--- config.mk ---
export PLATFORM = sky130hd
export DESIGN_NAME = div_arbiter
export DESIGN_NICKNAME = d
export VERILOG_FILES = /design/src/rtl/div_pkg.sv /design/src/rtl/div_arbiter_rr_arbiter.sv /design/src/rtl/div_arbiter.sv
export SDC_FILE = /design/constraint.sdc
export NUM_CORES = 1
export LEC_CHECK = 0
export CORE_MARGIN = 3
export CORE_UTILIZATION = 43
export DETAILED_ROUTE_END_ITERATION = 12
export GPL_ROUTABILITY_DRIVEN = 0
export PLACE_DENSITY = 0.81
export SYNTH_ARGS = -nofsm -noshare
export SYNTH_HDL_FRONTEND = slang
export SYNTH_SLANG_ARGS = --single-unit
--- constraint.sdc ---
create_clock -name clk -period 3.3 [get_ports clk]
set_clock_uncertainty 0.1 [all_clocks]
set_input_delay 0.66 -clock clk [delete_from_list [all_inputs] [get_ports clk]]
set_output_delay 0.66 -clock clk [all_outputs]
set_load 0.01 [all_outputs]
--- src/rtl/div_pkg.sv ---
// Shared definitions for the divider arbiter: controller state encoding and id-width helper.
package div_pkg;

  typedef enum logic [1:0] {
    ST_IDLE  = 2'd0,
    ST_ISSUE = 2'd1,
    ST_WAIT  = 2'd2,
    ST_RESP  = 2'd3
  } div_state_e;

  // Requester id width; never narrower than one bit.
  function automatic int id_w(input int n);
    return (n > 1) ? $clog2(n) : 1;
  endfunction

endpackage

--- src/rtl/div_arbiter_rr_arbiter.sv ---
// Combinational round-robin picker: first asserted request at or above ptr, wrapping around.
module rr_arbiter
  import div_pkg::*;
#(
  parameter  int NREQ = 3,
  localparam int ID_W = id_w(NREQ)
) (
  input  logic [NREQ-1:0] req,
  input  logic [ID_W-1:0] ptr,
  output logic [NREQ-1:0] grant_onehot,
  output logic [ID_W-1:0] grant_idx,
  output logic            any
);

  int w_idx;

  always_comb begin
    grant_onehot = '0;
    grant_idx    = '0;
    any          = 1'b0;
    w_idx        = 0;
    for (int off = 0; off < NREQ; off++) begin
      w_idx = (int'(ptr) + off) % NREQ;
      if (!any && req[w_idx]) begin
        any                 = 1'b1;
        grant_onehot[w_idx] = 1'b1;
        grant_idx           = ID_W'(w_idx);
      end
    end
  end

endmodule

--- src/rtl/div_arbiter.sv ---
// Shares one iterative divider among NREQ requesters: accept, issue, wait for done, respond with id.
module div_arbiter
  import div_pkg::*;
#(
  parameter  int WIDTH = 4,
  parameter  int NREQ  = 3,
  localparam int ID_W  = id_w(NREQ)
) (
  input  logic                  clk,
  input  logic                  rst_n,
  input  logic [NREQ-1:0]       req_valid,
  output logic [NREQ-1:0]       req_ready,
  input  logic [NREQ*WIDTH-1:0] req_dividend,
  input  logic [NREQ*WIDTH-1:0] req_divisor,
  output logic                  resp_valid,
  input  logic                  resp_ready,
  output logic [ID_W-1:0]       resp_id,
  output logic [WIDTH-1:0]      resp_quotient,
  output logic [WIDTH-1:0]      resp_remainder,
  output logic                  resp_div_zero,
  output logic                  div_start,
  output logic [WIDTH-1:0]      div_dividend,
  output logic [WIDTH-1:0]      div_divisor,
  input  logic                  div_done,
  input  logic [WIDTH-1:0]      div_quotient,
  input  logic [WIDTH-1:0]      div_remainder,
  output div_state_e            dbg_state
);

  // Handshakes: a transfer happens in a cycle where valid and ready are both high at the
  // rising edge; valid never depends on ready, and the payload is held while valid waits.

  div_state_e       r_state;
  div_state_e       w_next;
  logic [ID_W-1:0]  r_ptr;
  logic [WIDTH-1:0] r_dividend;
  logic [WIDTH-1:0] r_divisor;
  logic [ID_W-1:0]  r_id;
  logic [WIDTH-1:0] r_quot;
  logic [WIDTH-1:0] r_rem;
  logic             r_dz;

  logic [NREQ-1:0]  w_grant_onehot;
  logic [ID_W-1:0]  w_grant_idx;
  logic             w_any;
  logic             w_accept;
  logic [WIDTH-1:0] w_sel_dvd;
  logic [WIDTH-1:0] w_sel_dvs;
  logic [ID_W-1:0]  w_ptr_next;

  rr_arbiter #(.NREQ(NREQ)) u_rr (
    .req          (req_valid),
    .ptr          (r_ptr),
    .grant_onehot (w_grant_onehot),
    .grant_idx    (w_grant_idx),
    .any          (w_any)
  );

  always_comb begin
    w_sel_dvd = '0;
    w_sel_dvs = '0;
    for (int i = 0; i < NREQ; i++) begin
      if (w_grant_onehot[i]) begin
        w_sel_dvd = req_dividend[i*WIDTH +: WIDTH];
        w_sel_dvs = req_divisor[i*WIDTH +: WIDTH];
      end
    end
  end

  assign w_accept   = (r_state == ST_IDLE) && w_any;
  assign w_ptr_next = (w_grant_idx == ID_W'(NREQ - 1)) ? '0 : w_grant_idx + ID_W'(1);

  always_comb begin
    w_next = r_state;
    case (r_state)
      ST_IDLE:  if (w_any) w_next = (w_sel_dvs == '0) ? ST_RESP : ST_ISSUE;
      ST_ISSUE: w_next = ST_WAIT;
      // div_done is only trusted here; the divider has no reset and done can be stale.
      ST_WAIT:  if (div_done) w_next = ST_RESP;
      ST_RESP:  if (resp_ready) w_next = ST_IDLE;
      default:  w_next = ST_IDLE;
    endcase
  end

  always_ff @(posedge clk or negedge rst_n) begin
    if (!rst_n) begin
      r_state    <= ST_IDLE;
      r_ptr      <= '0;
      r_dividend <= '0;
      r_divisor  <= '0;
      r_id       <= '0;
      r_quot     <= '0;
      r_rem      <= '0;
      r_dz       <= 1'b0;
    end else begin
      r_state <= w_next;
      if (w_accept) begin
        r_ptr      <= w_ptr_next;
        r_dividend <= w_sel_dvd;
        r_divisor  <= w_sel_dvs;
        r_id       <= w_grant_idx;
        r_dz       <= (w_sel_dvs == '0);
        if (w_sel_dvs == '0) begin
          r_quot <= '1;
          r_rem  <= w_sel_dvd;
        end
      end
      if (r_state == ST_WAIT && div_done) begin
        r_quot <= div_quotient;
        r_rem  <= div_remainder;
      end
    end
  end

  // Gated by rst_n so no requester sees an accept while reset is held.
  assign req_ready      = (r_state == ST_IDLE) ? (w_grant_onehot & {NREQ{rst_n}}) : '0;
  assign resp_valid     = (r_state == ST_RESP);
  assign resp_id        = r_id;
  assign resp_quotient  = r_quot;
  assign resp_remainder = r_rem;
  assign resp_div_zero  = r_dz;
  assign div_start      = (r_state == ST_ISSUE);
  assign div_dividend   = r_dividend;
  assign div_divisor    = r_divisor;
  assign dbg_state      = r_state;

endmodule
==> impl_metrics.yaml, run 1 <==
status:
  status: "finished, final reports clean"
pwr:
  ir_drop_v: 0.000577
  power_density_nw_per_um2: 988
  power_frac_seq_pct: 21.3
  switching_share_pct: 43.7
  p_leak_uw: 0.00107
  power_uw: 2410
  p_sw_uw: 1050
  p_clk_share_pct: 5.3
  intPower_uw: 1360
  p_comb_share_pct: 73.4
floorplan:
  start_util_pct: 45.5
  dieArea_sq_um: 4370
  ios: 65
  dieWidth_microns: 66.1
  fp.dieH_microns: 66.1
  core-area_sq_um: 3420
  rows: 21
placed_design:
  io_buffers: 64
  hpwl_microns: 3370
  pre_cts_ws_ps: -144
synthesis:
  synth_edf_count: 0
  ys_seq_area_share_pct: 37.1
  synthMostInstantiatedCell: "dfrtp_1"
  synth_commonest_cells: "dfrtp_1 (23), nand2_1 (17), nor2_1 (13)"
  synth_cell_type_count: 40
  yosys-mux-area-fraction_pct: 10.3
  synthXorXnorAreaFrac_pct: 0
  synthFlopType: "dfrtp_1"
  synth_fa_ha_area_share_pct: 6.45
  yosys.area.top_type: "dfrtp_1"
  avgSynthCellArea_sq_um: 9.41
  synth_nets: 212
  synthArstFlopShare_pct: 100
  synth_area_sq_um: 1550
  synth_compound_area_share_pct: 21.8
  ys_ff_latch: 23
  synth_top_family_by_area: "compound AO/OA/AOI/OAI gates"
  synth_area_leaders: "dfrtp_1 (37%), ha_1 (6.4%), mux2i_1 (4.5%)"
  synth_top_area_share_pct: 37.1
  yosysWarnings: 0
  syn_inst: 165
  synth-simple-area-share_pct: 19.9
global_routing:
  grt_start_max_net_pins: 24
  grt_pass1_vias: 1556
  grt_antenna_before_repair: 0
  grt_use_total_pct: 21.3
  grt_pass1_wl_microns: 7200
  overflow: 0
worst_hold_path:
  hold_path_depth: 2
  hp-class: "flop to flop"
  min_from: "div_divisor[0]"
  hold_end: "div_divisor[0]"
worst_setup_path:
  reg2reg_to: "resp_quotient[1]"
  crit_arrival_ps: 2400
  cp_slowest_cell: "clkdlybuf4s50_1"
  path_class: "flop to primary output"
  critPathTopFamily: "buffers and inverters"
  start_kind: "flop"
  critPathCaptureType: "primary output"
  critPathMaxStageDelay_ps: 480
  r2r_cells: 12
  path_cells: "buf_4 -> ha_1 -> nand3b_1 -> a32oi_1 -> nor2_1 -> clkdlybuf4s50_1"
  path_buf_inv: 2
  required_ps: 2540
  path_max_fanout: 8
  reg2reg_slack_ps: 330
  reg2reg_from: "r_ptr[0]"
drt:
  vias: 1494
  wl_microns: 4270
  vias_per_cell: 5.19
  drtIter0Drc: 91
  wire_per_inst_microns: 14.8
  post-route-drc-count: 0
  wl_met1_microns: 1860
  top_layer: "met4"
  antenna_left: 0
  first_pass_iters: 4
  met2WireLength_microns: 2110
  met3_length_microns: 291
sta:
  period_needed_ps: 3160
  setup_slack_ps: 138
  slew_headroom_pct: 67.2
  rsz0062_at_grt: "false"
  final.period_utilization_pct: 95.8
  max_freq_mhz: 316
  finalHoldViolCount: 0
  setup_viol: 0
  worstMarginPinSlew_ps: 492
  finalMaxSlewViolations: 0
cells_and_area:
  area_delta_synth_final_pct: 57.0
  drive_gt1_share_pct: 19.4
  n_antenna_cell: 0
  final_nets: 290
cts:
  htree_num_levels: 1
  ctsRootBufferMaster: "clkbuf_4"
  clockBufferDepth: 2
  cts_made_buffers: 3
  cts_sinks: 23
  cts_tree: "done"
  clkTransAtPathRegs_ps: 120
  clk_latency_ps: 310
  cts_hold_buffers: 0
run:
  cap_violations: 0
==> layer usage <==
layer  global-route usage [%]  vias up
met5                        0        -
li1                         -      744
met3                     6.29        3
met2                     36.3       51
met1                     27.5      696
met4                     2.28        0
==> worst register-to-register path, cell delays in order, from the launching register on <==
cell and delay, ps:
dfrtp_1 440, inv_2 120, ha_4 190, mux2_1 330
mux2_2 280, o211ai_2 70, a21oi_2 80, buf_4 160
and3_4 190, a221oi_2 380, nand4_4 200, buf_4 210
a21oi_1 150
==> worst max-delay path by stage <==
stage | start | endpoint | slack (ps) | depth (start not counted)
floorplan | r_ptr[0] | resp_remainder[0] | 570 | 12
global placement | req_valid[1] | resp_remainder[3] | -40 | 11
detailed placement | req_valid[1] | resp_quotient[1] | -140 | 11
CTS | req_valid[0] | req_ready[0] | 7 | 7
global route | r_ptr[0] | req_ready[1] | 20 | 6
finish | r_ptr[0] | req_ready[1] | 140 | 6
==> flip-flops by register name, summed over array words and instances, names as in the netlist <==
signal	count
resp_div_zero	1
div_dividend	4
dbg_state	2
resp_id	2
r_ptr	2
div_divisor	4
resp_quotient	4
resp_remainder	4
==> timing repair <==
item,4_1_cts,5_1_grt
setup buffers,0,3
setup endpoints to repair,3,3
hold endpoints to repair,0,0
pin swaps,0,0
gates resized for setup,5,15
==> layout by cell type, fill, tap and decap left out, types with 4 or more instances in the layout <==
cell type        synthesis  layout
dlymetal6s2s_1           0       4
nor2b_1                 10      10
o21ai_1                  5       4
buf_4                    2      15
a31oi_1                  4       4
nand2_1                 17      17
ha_1                     8       5
inv_1                   10       8
nor3b_1                  5       4
mux2i_1                  7       5
clkdlybuf4s50_1          0      59
dfrtp_1                 23      22
nor2_1                  13      13
a21oi_1                  9       9
o21ai_0                 10      10
mux2_2                   6       6
==> cell type report <==
type                    count  area [sq um]
clock buffers               3          22.5
clock inverters             1          5.00
fillers                   276           978
inverters                  10          37.5
multi-input cells         126           976
flip-flops and latches     23           577
well taps                  46          57.6
repair buffers             79           762
==> through the flow <==
stage	cells	util (%)	setup TNS, ps	instance area [sq um]	hold WS, ps
floorplan	165	-	0	1550	264
global placement	281	67.6	-134	2310	376
detailed placement	281	67.6	-1120	2310	387
CTS	285	68.7	0	2350	415
global route	288	71.4	0	2440	444
finish	288	71.4	0	2440	409
==> power by group through the flow <==
stage	clock (uW)	combinational, uW	sequential [uW]
after floorplan	0	1000	548
after global placement	0	1610	505
after detailed placement	0	1650	507
after CTS	133	1680	503
after global routing	142	1960	528
final	128	1770	512
==> kinds of logic after synthesis <==
group | count (synthesis)
AO/OA/AOI/OAI | 47
adder cells (fa/ha/maj) | 8
buffers and inverters | 16
flip-flops | 23
multiplexers | 15
AND/OR/NAND/NOR | 56
(Power assumes the default switching activity.)
==> run 2, diff against run 1 <==
--- a/config.mk
+++ b/config.mk
@@ -5,11 +5,14 @@
 export SDC_FILE = /design/constraint.sdc
 export NUM_CORES = 1
 export LEC_CHECK = 0
+export CAP_MARGIN = 20
 export CORE_MARGIN = 3
 export CORE_UTILIZATION = 43
 export DETAILED_ROUTE_END_ITERATION = 12
 export GPL_ROUTABILITY_DRIVEN = 0
 export PLACE_DENSITY = 0.81
+export REMOVE_ABC_BUFFERS = 1
+export SLEW_MARGIN = 25
 export SYNTH_ARGS = -nofsm -noshare
 export SYNTH_HDL_FRONTEND = slang
 export SYNTH_SLANG_ARGS = --single-unit
==> run 2 against run 1 <==
Count of clock-buffer cells in the layout unchanged; utilization decreased by 0.59 points; final cell count decreased by 0.35%; total power increased by 0.79%; setup slack improved by 63 ps; sequential cell count unchanged; sequential power decreased by 3%.
==> impl_metrics.yaml, run 2 (same netlist as run 1, synthesis figures left out) <==
drt:
  first_pass_iters: 4
  vias_per_cell: 5.28
  wire_per_inst_microns: 14.8
  wl_microns: 4230
  vias: 1516
  antenna_left: 0
  drtIter0Drc: 94
  post-route-drc-count: 0
global_routing:
  overflow: 0
  grt_pass1_vias: 1506
  grt_start_max_net_pins: 24
  grt_pass1_wl_microns: 6980
  grt_antenna_before_repair: 0
  grt_use_total_pct: 20.7
worst_setup_path:
  required_ps: 2540
  start_kind: "flop"
  crit_arrival_ps: 2340
  critPathMaxStageDelay_ps: 440
  reg2reg_slack_ps: 280
  path_class: "flop to primary output"
  critPathCaptureType: "primary output"
  cp_slowest_cell: "dfrtp_1"
  path_cells: "inv_1 -> ha_1 -> mux2_1 -> mux2_2 -> o211ai_2 -> a21oi_2 -> nor2b_1 -> dlygate4sd2_1"
  path_max_fanout: 7
cts:
  cts_sinks: 23
  htree_num_levels: 1
  cts_made_buffers: 3
  clkTransAtPathRegs_ps: 120
  clockBufferDepth: 2
  cts_hold_buffers: 0
  clk_latency_ps: 310
  cts_tree: "done"
  ctsRootBufferMaster: "clkbuf_4"
sta:
  setup_slack_ps: 202
  worstMarginPinSlew_ps: 475
  final.period_utilization_pct: 93.9
  setup_viol: 0
  finalMaxSlewViolations: 0
  max_freq_mhz: 323
  slew_headroom_pct: 68.3
  rsz0062_at_grt: "false"
  period_needed_ps: 3100
  finalHoldViolCount: 0
pwr:
  p_leak_uw: 0.00105
  ir_drop_v: 0.000634
  power_density_nw_per_um2: 1000
cells_and_area:
  multi_input_area_sq_um: 961
  num-fill-cells: 280
  area_delta_synth_final_pct: 55.7
  seq_area_sq_um: 576
  final_common_cell: "clkdlybuf4s50_1"
  n_antenna_cell: 0
  final_cell_mix: "clkdlybuf4s50_1 (58), dfrtp_1 (23), nand2_1 (17)"
  drive_gt1_share_pct: 17.0
  final_nets: 289
  final_util_pct: 70.8
placed_design:
  hpwl_microns: 3400
  pre_cts_ws_ps: -124
  io_buffers: 64
floorplan:
  ios: 65
  core-area_sq_um: 3420
  dieWidth_microns: 66.1
  dieArea_sq_um: 4370
  start_util_pct: 45.5
  fp.dieH_microns: 66.1
  rows: 21
status:
  status: "finished, final reports clean"
run:
  cap_violations: 0
worst_hold_path:
  hp-class: "flop to flop"
[run 2: cell count changes in the layout (fill, tap and decap cells not counted), sizes merged]
cell	change
dlygate4sd2	+3
dlymetal6s2s	-2
buf	-1
clkdlybuf4s50	-1
[run 2: worst paths after layout]
| check | from | to | cells past startpoint |
|---|---|---|---|
| max reg2reg | r_ptr[0] | resp_remainder[1] | 12 |
| max in group asynchronous | rst_n | resp_quotient[3] | 2 |
| max | r_ptr[0] | req_ready[0] | 8 |
| min reg2reg | resp_div_zero | resp_div_zero | 2 |
| min in group asynchronous | rst_n | resp_quotient[0] | 2 |
| min | resp_div_zero | resp_div_zero | 2 |
[run 2: through the flow]
stage / instances / power [uW] / hold WS [ps] / setup TNS, ps / area (sq um)
floorplan: 159 / 1510 / 264 / 0 / 1520
global placement: 282 / 2170 / 379 / -199 / 2330
detailed placement: 282 / 2210 / 374 / -507 / 2330
CTS: 287 / 2380 / 401 / 0 / 2380
global route: 287 / 2660 / 437 / 0 / 2420
finish: 287 / 2430 / 394 / 0 / 2420
[run 2: what timing repair did]
action,in CTS,in global routing
setup endpoints to repair,2,8
resized for setup,9,6
buffers inserted,1,0
pin swaps,1,2
[run 2: cell type report]
class	count	area share (%)
Tap cell	46	2.38
Multi-Input combinational cell	126	39.8
Clock buffer	3	0.932
Inverter	10	1.55
Sequential cell	23	23.8
Clock inverter	1	0.207
Timing Repair Buffer	78	31.4
[run 2: layer usage]
layer	routed length [microns]	global-route usage, %	share of wire (%)
met1	1850	27.1	44
met5	0	0	0
met2	2150	35.1	51
met3	177	3.74	4.2
met4	63	4.82	1.5
[run 2: critical path, delay by kind of cell (launching register included)]
| kind | cells | cell delay, ps |
|---|---|---|
| DFF | 1 | 440 |
| and+or+nand+nor | 1 | 140 |
| buffers and inverters | 2 | 380 |
| muxes | 2 | 620 |
| AOI/OAI and AO/OA | 2 | 140 |
| adders and majority gates | 1 | 300 |
[run 2: where the power goes]
group          switching (uW)  internal (uW)
logic                     890            908
clock network            84.7           45.3
registers                82.8            416
